File: src/rtl/alu_seq_pkg.sv
// Shared types and constants for the 32-bit ALU slice sequencer.
package alu_seq_pkg;

  typedef enum logic [1:0] {
    IDLE = 2'd0,
    RUN  = 2'd1,
    FIN  = 2'd2
  } state_t;

  localparam int SLICE_W = 8;

  localparam logic [3:0] OP_ADD = 4'b1001;
  localparam logic [3:0] OP_SUB = 4'b0110;

endpackage

File: src/rtl/alu_seq_shreg.sv
// Operand register: parallel load on accept, then shifts right one slice per
// beat so the current byte is always presented at the bottom.
module alu_seq_shreg
  import alu_seq_pkg::*;
#(
  parameter int W = 32
) (
  input  logic               i_clk,
  input  logic               i_rst_n,
  input  logic               i_load,
  input  logic               i_shift,
  input  logic [W-1:0]       i_din,
  output logic [SLICE_W-1:0] o_byte
);

  logic [W-1:0] r_data;

  // load wins over shift; the two are never requested together
  always_ff @(posedge i_clk) begin
    if (!i_rst_n) begin
      r_data <= '0;
    end else if (i_load) begin
      r_data <= i_din;
    end else if (i_shift) begin
      r_data <= r_data >> SLICE_W;
    end
  end

  assign o_byte = r_data[SLICE_W-1:0];

endmodule

File: src/rtl/alu32_seq_ctrl.sv
// Runs a 32-bit ALU operation as NBEATS byte beats through one external
// 8-bit 74181-style slice, chaining carry/borrow LSB first.
//
//  state | meaning
//  IDLE  | slice quiescent, waiting for a request
//  RUN   | beat r_beat in progress, slice driven with the current byte
//  FIN   | DONE pulse; result/flags valid, a new request is accepted here
module alu32_seq_ctrl
  import alu_seq_pkg::*;
#(
  parameter int NBEATS = 4
) (
  input  logic                      i_clk,
  input  logic                      i_rst_n,
  input  logic                      i_req,
  input  logic [3:0]                i_op,
  input  logic                      i_mode,
  input  logic                      i_cin,
  input  logic [SLICE_W*NBEATS-1:0] i_opa,
  input  logic [SLICE_W*NBEATS-1:0] i_opb,
  output logic                      o_busy,
  output logic                      o_done,
  output logic [SLICE_W*NBEATS-1:0] o_res,
  output logic                      o_cout,
  output logic                      o_zero,
  output logic [3:0]                o_alu_s,
  output logic                      o_alu_m,
  output logic                      o_alu_cn,
  output logic [SLICE_W-1:0]        o_alu_a,
  output logic [SLICE_W-1:0]        o_alu_b,
  input  logic [SLICE_W-1:0]        i_alu_f,
  input  logic                      i_alu_co
);

  localparam int W      = SLICE_W * NBEATS;
  localparam int BEAT_W = (NBEATS > 1) ? $clog2(NBEATS) : 1;
  localparam logic [BEAT_W-1:0] LAST_BEAT = BEAT_W'(NBEATS - 1);

  state_t              r_state;
  state_t              w_state_nxt;
  logic [BEAT_W-1:0]   r_beat;
  logic [3:0]          r_op;
  logic                r_mode;
  logic                r_cin;
  logic                r_carry;
  logic [W-1:0]        r_res;
  logic                r_cout;
  logic                r_zero;
  logic [W-1:0]        w_res_nxt;
  logic [SLICE_W-1:0]  w_byte_a;
  logic [SLICE_W-1:0]  w_byte_b;
  logic                w_accept;
  logic                w_run;
  logic                w_last;

  assign w_run    = (r_state == RUN);
  assign w_accept = i_req && ((r_state == IDLE) || (r_state == FIN));
  assign w_last   = w_run && (r_beat == LAST_BEAT);

  alu_seq_shreg #(.W(W)) u_shreg_a (
    .i_clk   (i_clk),
    .i_rst_n (i_rst_n),
    .i_load  (w_accept),
    .i_shift (w_run),
    .i_din   (i_opa),
    .o_byte  (w_byte_a)
  );

  alu_seq_shreg #(.W(W)) u_shreg_b (
    .i_clk   (i_clk),
    .i_rst_n (i_rst_n),
    .i_load  (w_accept),
    .i_shift (w_run),
    .i_din   (i_opb),
    .o_byte  (w_byte_b)
  );

  // state register
  always_ff @(posedge i_clk) begin
    if (!i_rst_n) begin
      r_state <= IDLE;
    end else begin
      r_state <= w_state_nxt;
    end
  end

  // next state and slice/handshake outputs; slice is only driven in RUN
  always_comb begin
    w_state_nxt = r_state;
    o_busy      = 1'b0;
    o_done      = 1'b0;
    o_alu_s     = '0;
    o_alu_m     = 1'b0;
    o_alu_cn    = 1'b0;
    o_alu_a     = '0;
    o_alu_b     = '0;
    unique case (r_state)
      IDLE: begin
        if (w_accept) w_state_nxt = RUN;
      end
      RUN: begin
        o_busy   = 1'b1;
        o_alu_s  = r_op;
        o_alu_m  = r_mode;
        // logic ops ignore the chain, so CN stays at the latched CIN
        o_alu_cn = (r_mode || (r_beat == '0)) ? r_cin : r_carry;
        o_alu_a  = w_byte_a;
        o_alu_b  = w_byte_b;
        if (w_last) w_state_nxt = FIN;
      end
      FIN: begin
        o_done      = 1'b1;
        w_state_nxt = w_accept ? RUN : IDLE;
      end
      default: w_state_nxt = IDLE;
    endcase
  end

  // result with the current beat's byte merged in
  always_comb begin
    w_res_nxt = r_res;
    w_res_nxt[r_beat*SLICE_W +: SLICE_W] = i_alu_f;
  end

  // operation latch, beat counter, result bytes and flags
  always_ff @(posedge i_clk) begin
    if (!i_rst_n) begin
      r_op    <= '0;
      r_mode  <= 1'b0;
      r_cin   <= 1'b0;
      r_beat  <= '0;
      r_carry <= 1'b0;
      r_res   <= '0;
      r_cout  <= 1'b0;
      r_zero  <= 1'b0;
    end else if (w_accept) begin
      r_op   <= i_op;
      r_mode <= i_mode;
      r_cin  <= i_cin;
      r_beat <= '0;
    end else if (w_run) begin
      r_beat  <= r_beat + 1'b1;
      r_res   <= w_res_nxt;
      r_carry <= i_alu_co;
      if (w_last) begin
        r_cout <= r_mode ? 1'b0 : i_alu_co;
        r_zero <= (w_res_nxt == '0);
      end
    end
  end

  assign o_res  = r_res;
  assign o_cout = r_cout;
  assign o_zero = r_zero;

endmodule
File: config.mk
export PLATFORM = sky130hd
export DESIGN_NAME = alu32_seq_ctrl
export DESIGN_NICKNAME = d
export VERILOG_FILES = /design/src/rtl/alu_seq_pkg.sv /design/src/rtl/alu_seq_shreg.sv /design/src/rtl/alu32_seq_ctrl.sv
export SDC_FILE = /design/constraint.sdc
export NUM_CORES = 1
export LEC_CHECK = 0
export CORE_MARGIN = 4
export CORE_UTILIZATION = 48
export DETAILED_ROUTE_END_ITERATION = 8
export PLACE_DENSITY = 0.81
export SYNTH_ARGS = -nofsm -noshare
export SYNTH_HDL_FRONTEND = slang
export SYNTH_SLANG_ARGS = --single-unit
export TNS_END_PERCENT = 30
File: constraint.sdc
create_clock -name i_clk -period 2.4 [get_ports i_clk]
set_clock_uncertainty 0.1 [all_clocks]
set_input_delay 0.24 -clock i_clk [delete_from_list [all_inputs] [get_ports i_clk]]
set_output_delay 0.24 -clock i_clk [all_outputs]
set_load 0.02 [all_outputs]
==> results.tsv <==
metric	value	unit
status	completed	
WL/cell	16.1	microns
met1 Track Usage GR	29.2	%
P_sw	1.04	mW
Setup crit end kind	primary output	
clk root buf	clkbuf_8	
cell area after layout	6540	sq um
worst setup margin	0.159	ns
post-placement cell area	6340	sq um
Total Wirelength	13300	microns
Hold Vio Cnt, Final	0	
Std-Cell Rows	36	
pin count of the biggest net entering global routing	62	
Cell Int Power	2.66	mW
fin crit period	2.24	ns
DR vias/cell	5.52	
initial antenna violation count	0	
drt pass-1 iters	5	
setup_tns	0	ns
M2 GR Usage	36.8	%
Mapped Cells	567	
cell area after synthesis	4860	sq um
switch share	28.1	%
commonest non-fill, non-tap cell in the layout	clkdlybuf4s50_1	
# hold bufs at CTS	0	
Yosys cell types	40	
Final Util	66.6	%
Worst Path Required	2.06	ns
pre-CTS setup slack	0.280	ns
critical path class	reg -> out	
CTS Buf Count	9	
reg2reg setup slack	0.31	ns
input/output buffers	139	
placed cells	811	
Synth Register Bits	109	
part of the power in combinational logic	18.5	%
Area growth, synth to finish	34.5	%
core area	9820	sq um
CP arrival	1.90	ns
Hold Path End	o_res[8]	
Leak	2.67	nW
Die ar.	11800	sq um
Worst Tran Pin Value	0.508	ns
period utilization	93.4	%
CTS tree	built	
CTS H-tree lvls	3	
Syn Area/Cell	8.58	sq um
drt drc	0	
Ports	140	
Seq/Total Area, Yosys	44.9	%
# Post-CTS Setup Buffers	0	
Clock transition at path regs	0.10	ns
M3 GR Usage	3.79	%
Hold Path Class	in -> reg	
via count	4558	
die height	109	microns
worst-case reg-to-reg path depth	6	
vias in the first global route	4336	
# clock sinks	109	
most frequent cells in the layout	clkdlybuf4s50_1, nand2_1, dfxtp_1, a22oi_1, nor2b_1	
Diodes inserted	0	
beginning of the worst register-to-register path	r_beat[1]	
worst hold stages	2	
Pwr Total	3.71	mW
Worst VDD drop	0.000294	V
RSZ-0062 raised after global routing	no	
Clock power frac	28.3	%
Syn Nets	655	
DP Wirelength	9500	microns
power per cell area	566	nW/um^2
first-pass GRT wire length	20900	microns
initial drt markers	215	
hold path start	i_rst_n	
Initial Util	49.5	%
GRT Overall Usage	22.0	%
Layout Nets	777	
Slew Limit Fails	0	
Worst setup SP type	register	
Flop pwr share	53.2	%
Hold WS	0.123	ns
setup violators final	0	
die width	109	microns
maxcap violations	0	
most used routing layer	met2	
Max Root-Sink Buffers	2	
Detail Route Antenna Nets	0	
share of layout cells above drive strength 1	6.06	%
clock latency on the worst-skew pair	0.37	ns
f_max	0.446	GHz
Final GP Congestion	0.861	
Crit Path Max Fanout	41	
grt total ovfl	0	
Synth Warn #	0	
final non-filler cell total	826	
R2R Path End	o_zero	
Slew Limit Headroom	66.2	%
power by group through the flow:
stage | registers (mW) | clock network (mW) | logic, mW
after CTS | 1.97 | 1.07 | 0.687
after global placement | 2.01 | 0 | 0.666
after detailed placement | 2.01 | 0 | 0.681
after global routing | 1.98 | 1.15 | 0.752
final | 1.97 | 1.05 | 0.686
after floorplan | 2.01 | 0 | 0.389
cell usage after synthesis, drive strengths merged:
master,n,area share (%)
a21boi,17,2.6
a21oi,20,2.1
a22oi,46,7.1
a31oi,2,0.26
a41oi,1,0.18
and2,22,2.8
and3,1,0.13
buf,20,2.5
clkbuf,22,1.7
dfxtp,109,45
ha,6,1.5
inv,5,0.44
mux2i,1,0.21
nand2,135,11
nand2b,3,0.39
nand3,37,3.8
nand4,1,0.13
nand4b,1,0.18
nor2,13,1.4
nor2b,42,5.4
nor3,8,1.1
nor3b,1,0.15
nor4,5,0.64
nor4b,2,0.67
o2111ai,1,0.18
o211a,38,7.8
o21ai,3,0.31
o221ai,2,0.36
o22ai,1,0.13
o311ai,1,0.18
o31ai,1,0.26
layer usage:
metal	vias to the layer above	wire length, microns
met3	18	851
li1	2216	-
met4	0	202
met1	2167	5660
met5	-	0
met2	157	6550
critical path, stage by stage, from the launching register on:
cell and delay, ns:
dfxtp_1 0.44, nand2b_4 0.15, clkinv_8 0.17, and2_1 0.16
clkdlybuf4s50_1 0.60
layout make-up:
type,count,area (sq um)
multi-input combinational,411,2470
fill,882,3280
tap,133,166
clock inverter,5,45.0
clock buffer,10,138
sequential,109,2180
timing repair buffer,153,1510
inverter,5,31.3
sequential cells by signal, indices dropped and copies added, names as in the netlist:
register	flops
o_cout	1
u_shreg_a.r_data	32
r_op	4
o_res	32
o_zero	1
r_mode	1
u_shreg_b.r_data	32
r_state	2
r_carry	1
r_cin	1
r_beat	2
cells by family after synthesis:
kind of cell	count (synthesis)	synth area share [%]
muxes	1	0.206
and+or+nand+nor	271	27.3
adders and majority gates	6	1.54
AOI/OAI and AO/OA	133	21.5
DFF	109	44.9
buffers and inverters	47	4.66
how the worst max path moves through the flow:
stage               start          to  slack (ns)  depth (start not counted)
2_1_floorplan   r_beat[0]      o_zero        0.50                          8
3_3_place_gp   i_alu_f[5]      o_zero        0.36                          6
3_5_place_dp   r_state[1]   o_res[29]        0.28                          7
4_1_cts         r_beat[1]    o_alu_cn        0.02                          6
5_1_grt        r_state[0]  o_alu_a[2]        0.07                          4
6_report       r_state[0]  o_alu_a[2]        0.16                          4
what timing repair did:
item,4_1_cts,5_1_grt
endpoints found under the setup margin,21,22
resized for setup,2,3
hold endpoints to repair,0,0
No activity file was read; power rests on OpenSTA's default activity.
